$ cat config.mk
export PLATFORM = sky130hd
export DESIGN_NAME = kairo_muldiv_seq
export DESIGN_NICKNAME = d
export VERILOG_FILES = /design/src/rtl/kairo_muldiv_seq.sv
export SDC_FILE = /design/constraint.sdc
export NUM_CORES = 2
export LEC_CHECK = 0
export BUFFER_PORTS_ARGS = -buffer_cell sky130_fd_sc_hd__buf_2
export CORE_MARGIN = 4
export CORE_UTILIZATION = 56
export CTS_CLUSTER_DIAMETER = 50
export DETAILED_ROUTE_END_ITERATION = 6
export GPL_TIMING_DRIVEN = 0
export PLACE_DENSITY = 0.81
export SYNTH_ARGS = -nofsm -noshare
export SYNTH_HDL_FRONTEND = slang
export SYNTH_SLANG_ARGS = --single-unit
$ cat constraint.sdc
create_clock -name CLK -period 15.37 [get_ports CLK]
set_clock_uncertainty 0.15 [all_clocks]
set_input_delay 2.3055 -clock CLK [delete_from_list [all_inputs] [get_ports CLK]]
set_output_delay 2.3055 -clock CLK [all_outputs]
set_load 0.005 [all_outputs]
$ cat src/rtl/kairo_muldiv_seq.sv
// Sequential RISC-V M-extension unit: multi-cycle multiply and 32-step restoring divide.
// Optional macro KAIRO_DIV_FAST_EXC_EN sends divide-by-zero and signed overflow straight to DONE.
module kairo_muldiv_seq #(
  parameter int MUL_LATENCY = 2
) (
  input  logic        CLK,
  input  logic        RST_N,
  input  logic        START,
  input  logic        KILL,
  input  logic        INST_MUL,
  input  logic        INST_MULH,
  input  logic        INST_MULHSU,
  input  logic        INST_MULHU,
  input  logic        INST_DIV,
  input  logic        INST_DIVU,
  input  logic        INST_REM,
  input  logic        INST_REMU,
  input  logic [31:0] RS1,
  input  logic [31:0] RS2,
  output logic        STALL,
  output logic        BUSY,
  output logic        VALID,
  output logic [31:0] RESULT
);

  localparam logic [2:0] S_IDLE = 3'd0;
  localparam logic [2:0] S_MUL  = 3'd1;
  localparam logic [2:0] S_DIV  = 3'd2;
  localparam logic [2:0] S_FIX  = 3'd3;
  localparam logic [2:0] S_DONE = 3'd4;

  logic [2:0]  state;
  logic [4:0]  cnt;
  logic [2:0]  op_q;
  logic [31:0] a_q;
  logic [31:0] b_q;
  logic [31:0] rem_q;
  logic [31:0] quo_q;
  logic        busy_q;
  logic        valid_q;
  logic [31:0] result_q;

  // Op index: 0 MUL, 1 MULH, 2 MULHSU, 3 MULHU, 4 DIV, 5 DIVU, 6 REM, 7 REMU.
  logic [7:0] op_in;
  logic [2:0] op_idx;
  logic       accept;
  logic       in_div;
  logic       in_signed_div;

  assign op_in = {INST_REMU, INST_REM, INST_DIVU, INST_DIV,
                  INST_MULHU, INST_MULHSU, INST_MULH, INST_MUL};

  always_comb begin
    op_idx = '0;
    for (int i = 0; i < 8; i++) begin
      if (op_in[i]) op_idx = 3'(i);
    end
  end

  assign accept        = START && !KILL && $onehot(op_in) &&
                         (state == S_IDLE || state == S_DONE);
  assign in_div        = |op_in[7:4];
  assign in_signed_div = op_in[4] | op_in[6];

  logic        fast_exc;
  logic [31:0] fast_result;
`ifdef KAIRO_DIV_FAST_EXC_EN
  logic div_zero_in;
  logic ovf_in;
  logic in_rem;
  assign in_rem      = op_in[6] | op_in[7];
  assign div_zero_in = (RS2 == '0);
  assign ovf_in      = in_signed_div && (RS1 == 32'h8000_0000) && (RS2 == 32'hFFFF_FFFF);
  assign fast_exc    = in_div && (div_zero_in || ovf_in);
  assign fast_result = div_zero_in ? (in_rem ? RS1 : 32'hFFFF_FFFF)
                                   : (in_rem ? 32'h0 : 32'h8000_0000);
`else
  assign fast_exc    = 1'b0;
  assign fast_result = '0;
`endif

  logic signed [32:0] a_ext;
  logic signed [32:0] b_ext;
  logic signed [63:0] prod;
  logic [31:0]        mul_out;

  assign a_ext   = {((op_q == 3'd1) || (op_q == 3'd2)) & a_q[31], a_q};
  assign b_ext   = {(op_q == 3'd1) & b_q[31], b_q};
  assign prod    = a_ext * b_ext;
  assign mul_out = (op_q == 3'd0) ? prod[31:0] : prod[63:32];

  logic        sdiv_q;
  logic        rem_sel;
  logic [31:0] dvs;
  logic [32:0] shifted;
  logic        ge;
  logic [31:0] rem_sub;
  logic [31:0] q_fix;
  logic [31:0] r_fix;
  logic [31:0] div_out;

  assign sdiv_q  = op_q[2] & ~op_q[0];
  assign rem_sel = op_q[2] & op_q[1];
  assign dvs     = (sdiv_q && b_q[31]) ? -b_q : b_q;
  assign shifted = {rem_q, quo_q[31]};
  assign ge      = shifted >= {1'b0, dvs};
  assign rem_sub = shifted[31:0] - dvs;

  // Zero divisor bypasses sign correction; signed overflow falls out of the magnitude path.
  always_comb begin
    q_fix = quo_q;
    r_fix = rem_q;
    if (b_q == '0) begin
      q_fix = 32'hFFFF_FFFF;
      r_fix = a_q;
    end else begin
      if (sdiv_q && (a_q[31] ^ b_q[31])) q_fix = -quo_q;
      if (sdiv_q && a_q[31])             r_fix = -rem_q;
    end
  end

  assign div_out = rem_sel ? r_fix : q_fix;

  always_ff @(posedge CLK or negedge RST_N) begin
    if (!RST_N) begin
      state    <= S_IDLE;
      cnt      <= '0;
      op_q     <= '0;
      a_q      <= '0;
      b_q      <= '0;
      rem_q    <= '0;
      quo_q    <= '0;
      busy_q   <= 1'b0;
      valid_q  <= 1'b0;
      result_q <= '0;
    end else if (KILL) begin
      state   <= S_IDLE;
      busy_q  <= 1'b0;
      valid_q <= 1'b0;
    end else begin
      case (state)
        S_IDLE, S_DONE: begin
          state   <= S_IDLE;
          busy_q  <= 1'b0;
          valid_q <= 1'b0;
          if (accept) begin
            a_q  <= RS1;
            b_q  <= RS2;
            op_q <= op_idx;
            if (fast_exc) begin
              state    <= S_DONE;
              valid_q  <= 1'b1;
              result_q <= fast_result;
            end else if (in_div) begin
              state  <= S_DIV;
              busy_q <= 1'b1;
              cnt    <= 5'd31;
              rem_q  <= '0;
              quo_q  <= (in_signed_div && RS1[31]) ? -RS1 : RS1;
            end else begin
              state  <= S_MUL;
              busy_q <= 1'b1;
              cnt    <= 5'(MUL_LATENCY - 1);
            end
          end
        end
        S_MUL: begin
          if (cnt == '0) begin
            state    <= S_DONE;
            busy_q   <= 1'b0;
            valid_q  <= 1'b1;
            result_q <= mul_out;
          end else begin
            cnt <= cnt - 5'd1;
          end
        end
        S_DIV: begin
          rem_q <= ge ? rem_sub : shifted[31:0];
          quo_q <= {quo_q[30:0], ge};
          if (cnt == '0) state <= S_FIX;
          else           cnt   <= cnt - 5'd1;
        end
        S_FIX: begin
          state    <= S_DONE;
          busy_q   <= 1'b0;
          valid_q  <= 1'b1;
          result_q <= div_out;
        end
        default: begin
          state  <= S_IDLE;
          busy_q <= 1'b0;
        end
      endcase
    end
  end

  assign STALL  = RST_N & (busy_q | accept);
  assign BUSY   = busy_q;
  assign VALID  = valid_q;
  assign RESULT = result_q;

endmodule

; Yosys cells after proc, flatten, opt, wreduce, memory -nomap -nowiden
; Cells that the tools add are included.
[classes]
n_lt_le_gt_ge = 1
mul = 1
bitwise_logic = 10
addsub = 13
eq_ne = 14
n_reduce_logical = 28
mux = 41
[ops]
columns = cell, count
row1 = $mux W32, 14
row2 = $pmux W32 S2, 3
row3 = $neg A32 Y32, 4
row4 = $mul A33 B33 Y64, 1
row5 = $ge A33 B32 Y1, 1
row6 = $logic_not A32 Y1, 1
row7 = $sub A32 B32 Y32, 1
row8 = $mux W3, 7
row9 = $mux W5, 3
row10 = $pmux W3 S4, 1
row11 = $ne A2 B2 Y1 const B, 5
row12 = $pmux W5 S2, 1
row13 = $eq A3 B2 Y1 const B, 3
row14 = $add A1 B1 Y2, 4
row15 = $mux W2, 4
row16 = $reduce_and A4 Y1, 2
row17 = $logic_and A1 B1 Y1, 7
row18 = $add A2 B2 Y3, 2
row19 = $eq A3 B1 Y1 const B, 2
row20 = $logic_not A3 Y1, 2
row21 = $mux W1, 6
row22 = $ne A3 B3 Y1 const B, 2
row23 = $pmux W1 S3, 2
row24 = $reduce_and A2 Y1, 3
row25 = 16 further kinds, 27
[word_totals]
wordCells = 118
output_inout_bits = 35
ff_bits = 173
input_bits = 76

; Depth between registers and ports, before layout
[depth]
word_depth = 9
mapped_depth = 32
depth_no_buf = 29

; Worst setup path before layout
; OpenSTA, ideal clock, no wires.
[synth_path]
kind = register to register
from = reg op_q[0]
to = reg result_q[31], in the netlist RESULT[31]
path_stages_with_launch = 31
n_path_buf = 3
period_less_slack_ns = 8.919
t_arrival_ns = 8.643
t_required_ns = 15.094
setup_time_ns = 0.126
setup_slack_ns = 6.451
cell_sequence = dfrtp_1 -> clkbuf_1 -> xnor2_1 -> nor3_1 -> clkbuf_1 -> clkbuf_1 -> nand2_1 -> fa_1 -> fa_1 -> inv_1 -> fa_1 -> inv_1 -> fa_1 -> inv_1 -> fa_1 -> fa_1 -> fa_1 -> inv_1 -> fa_1 -> inv_1 -> ha_1 -> a21oi_1 -> nand2_1 -> a221oi_1 -> o41ai_1 -> a21o_1 -> a22oi_2 -> nand2b_1 -> a211oi_1 -> mux2i_1 -> a221o_1
[synth_via]
elab_chain_len = 7
word_cells_on_any_way = 19
cone_classes = 1 x mul / 2 x eq/ne / 8 x mux / 4 x bitwise / 4 x reduce/logical
[synth_rtl]
columns = element, line
row1 = from (decl), 34  ; logic [2:0] op_q;
row2 = from (signal assigned), 149  ; op_q <= op_idx;
row3 = $eq A3 B1 Y1 (tied with other cells), "87, 88"
row4 = $logic_or A1 B1 Y1 or $and A1 B1 Y1 (tied branches), "87, 102"
row5 = $and A1 B1 Y1 (tied with other cells), 87  ; assign a_ext = {((op_q == 3'd1) || (op_q == 3'd2)) & a_q[31], a_q};
row6 = $mul A33 B33 Y64 (tied with other cells), 89  ; assign prod = a_ext * b_ext;
row7 = "$mux W32, on equally long branches", "90, 113"
row8 = "$mux W32, on equally long branches", "168, 122"
row9 = $pmux W32 S2 *, 141  ; case (state)
row10 = to (signal assigned), 153  ; result_q <= fast_result;
row11 = to (signal assigned), 172  ; result_q <= mul_out;
row12 = to (signal assigned), 187  ; result_q <= div_out;
row13 = to (decl), 41  ; logic [31:0] result_q;
; Mark *: on every way between the ends. The rest lies on a longest branch, timed or not. The select of a mux whose other input is x is not followed.
; A chain may end at the register's enable or synchronous reset.

; Final worst setup path
[layout_path]
from = reg op_q[0]
to = reg result_q[30], in the netlist RESULT[30]
; Same word-level chain as after synthesis.

==> flow_metrics.py <==
metrics = {
    "synth": {
        "synth_most_common_cell": "inv_1",
        "syn_area_um2": 50800,
        "synth_cells": 5776,
        "synth.distinct_cells": 86,
        "syn_nets": 7236,
        "synth_top_area_share_pct": 44.6,
        "syn_area_per_cell_um2": 8.79,
        "synthArstFlopShare_pct": 100,
        "yosys_warnings": 0,
        "synth_seq_cells": 173,
        "synth_seq_area_share_pct": 8.53,
        "synthTopCellsByArea": "fa_1 45%, inv_1 9.0%, dfrtp_1 8.5%",
        "synth_ff_type": "dfrtp_1",
        "synth_edf_count": 0,
        "ys_top_cells_by_count": "1,218 x inv_1, 1,130 x fa_1, 941 x nand2_1",
        "synth_top_cell_by_area": "fa_1",
    },
    "routing": {
        "ant_nets": 0,
        "wl_per_cell_um": 26.5,
        "drt_pass1_iterations": 7,
        "route.vias.total": 43400,
        "wirelength_um": 189000,
        "drc": 4,
        "routed_via_density": 6.10,
        "drt-initial-drc-count": 5229,
    },
    "worst_hold_path": {
        "min-delay-path-class": "register to register",
        "holdPathStages": 2,
    },
    "die": {
        "fp.dieH_um": 309,
        "die_area_um2": 95500,
        "io_pins": 111,
        "die_w_um": 309,
        "core_area_um2": 90000,
        "rows": 110,
        "initial_core_util_pct": 56.4,
    },
    "placed_design": {
        "gp_congestion": 1.09,
        "port_buffers": 110,
        "dp_hpwl_um": 158000,
    },
    "timing": {
        "tns_ns": 0,
        "finalSetupViolations": 0,
        "rsz0062_at_grt": "no",
        "max_freq_ghz": 0.0791,
        "slew_violations": 10,
        "worst_pin_slew_ns": 1.50,
        "hold_violations": 0,
        "fin_crit_sh_pct": 82.2,
        "relSlewSlack_pct": -0.117,
        "post-route-min-period_ns": 12.64,
    },
    "grt": {
        "track_usage_pct": 40.5,
        "grt_pass1_wl_um": 282000,
        "overflow": 0,
        "antenna_found_initial": 15,
        "grt_pass1_vias": 44600,
        "grt_max_degree": 112,
    },
    "clock_tree": {
        "cts_resized": 0,
        "cts_setup_buffers": 0,
        "cts-root-buf": "clkbuf_16",
        "cts_buffers": 17,
        "clock_sinks": 173,
        "cts_tree": "done",
        "h-tree-depth": 4,
        "clkLatencyLatePin_ns": 0.48,
        "clock_path_buffers": 2,
        "cts_hold_buf": 0,
        "clk_pin_slew_ns": 0.08,
    },
    "setup_path": {
        "arrival_ns": 12.83,
        "worstSetupEndpointType": "register",
        "critPathMaxStageDelay_ns": 1.00,
        "required_ns": 15.57,
        "crit_fanout": 10,
        "critical_path_class": "register to register",
        "r2r_cells": 29,
        "rrSetupSlack_ns": 2.73,
        "path_common_cell": "fa_1",
        "crit_path_top_delay_cell": "fa_1",
        "crit_path_start_kind": "register",
    },
    "job": {
        "maxCapViolCount": 1,
    },
    "run_status": {
        "status": "finished, violations left",
        "violations": "design-rule violations, max-capacitance violations, max-slew violations",
    },
    "finish": {
        "layout-drive-gt1-share_pct": 4.73,
        "layout.nets": 7367,
        "area_delta_synth_final_pct": 5.35,
    },
}
worst max-delay path, delay by kind of cell (launching register included):
| family | cells | cell delay [ns] |
|---|---|---|
| adders and majority gates | 9 | 5.01 |
| buffers and inverters | 7 | 2.32 |
| DFF | 1 | 0.33 |
| xor gates and xnor gates | 2 | 0.44 |
| and+or+nand+nor | 7 | 2.31 |
| AOI/OAI and AO/OA | 4 | 1.93 |
final timing paths:
check | endpoint | startpoint
setup / recovery | RESULT[30] | op_q[0]
setup reg to reg | RESULT[30] | op_q[0]
hold reg to reg | RESULT[9] | RESULT[9]
max in group asynchronous | b_q[11] | RST_N
hold / removal | RESULT[9] | RESULT[9]
min in group asynchronous | BUSY | RST_N
registers in the layout, indices dropped and copies added (netlist names):
| signal | cells |
|---|---|
| b_q | 32 |
| state | 3 |
| a_q | 32 |
| rem_q | 32 |
| RESULT | 32 |
| quo_q | 32 |
| BUSY | 1 |
| op_q | 3 |
| cnt | 5 |
| VALID | 1 |
kinds of logic (layout without fill, tap and decap cells):
family	after synthesis	after routing	synth area share, %
AOI/OAI and AO/OA	658	658	8.20
and+or+nand+nor	1689	1689	15.2
other	0	15	0
DFF	173	173	8.53
muxes	88	88	1.90
buffers and inverters	1576	1719	11.7
adders and majority gates	1385	1385	50.8
xor gates and xnor gates	207	207	3.57
metal layers:
layer	GRT usage [%]	wire length, um	vias up
met5	0.693	140	-
met2	57.9	77800	3096
met1	52.7	67900	21800
met3	13.2	26100	741
li1	-	-	17700
met4	27.2	16700	8
metrics by stage:
stage          util [%]  std cells  cell area, um2  setup WS [ns]  hold slack (ns)
2_1_floorplan         -       5776           50800           6.45            0.323
6_report           59.4       7110           53500           2.73            0.362
5_1_grt            59.4       7098           53400           2.53            0.408
4_1_cts            59.3       7094           53400           3.40            0.361
3_5_place_dp       58.7       7063           52800           3.45            0.345
3_3_place_gp       58.6       7062           52800           3.49            0.330
area by class of cell:
class / instances / area, um2
repair buffers: 112 / 616
diodes: 15 / 37.5
inverters: 1218 / 4570
clock buffers: 20 / 457
plain buffers: 358 / 1380
multi-input cells: 4027 / 40500
fillers: 7963 / 36500
well taps: 1176 / 1470
clock inverters: 11 / 126
flip-flops and latches: 173 / 4330
placed cells by master, fill, tap and decap left out, types with 11 or more instances in the layout:
| cell type | count |
|---|---|
| nor3_1 | 50 |
| o41ai_1 | 11 |
| nand2b_1 | 17 |
| buf_2 | 130 |
| mux2_2 | 66 |
| diode_2 | 15 |
| clkbuf_1 | 291 |
| o21ai_0 | 167 |
| and3_1 | 16 |
| a21o_1 | 37 |
| inv_1 | 1218 |
| nor2b_1 | 13 |
| mux2i_1 | 22 |
| nand4_1 | 17 |
| or3_1 | 15 |
| o21ai_1 | 13 |
| xor2_1 | 86 |
| a21oi_1 | 197 |
| nand3_1 | 45 |
| ha_1 | 254 |
| a211oi_1 | 16 |
| dfrtp_1 | 173 |
| o221ai_1 | 11 |
| o22ai_1 | 17 |
| buf_1 | 41 |
| clkbuf_16 | 17 |
| a221oi_1 | 20 |
| nor4_1 | 22 |
| nor2_1 | 186 |
| or2_2 | 12 |
| o31ai_1 | 24 |
| fa_1 | 1130 |
| nand2_1 | 941 |
| o211ai_1 | 15 |
| and2_1 | 318 |
| xnor2_1 | 121 |
| a31oi_1 | 32 |
Power is left out: the tool's default activity adds up to more than one toggle a clock period on the data nets, which glitch-free logic cannot reach.
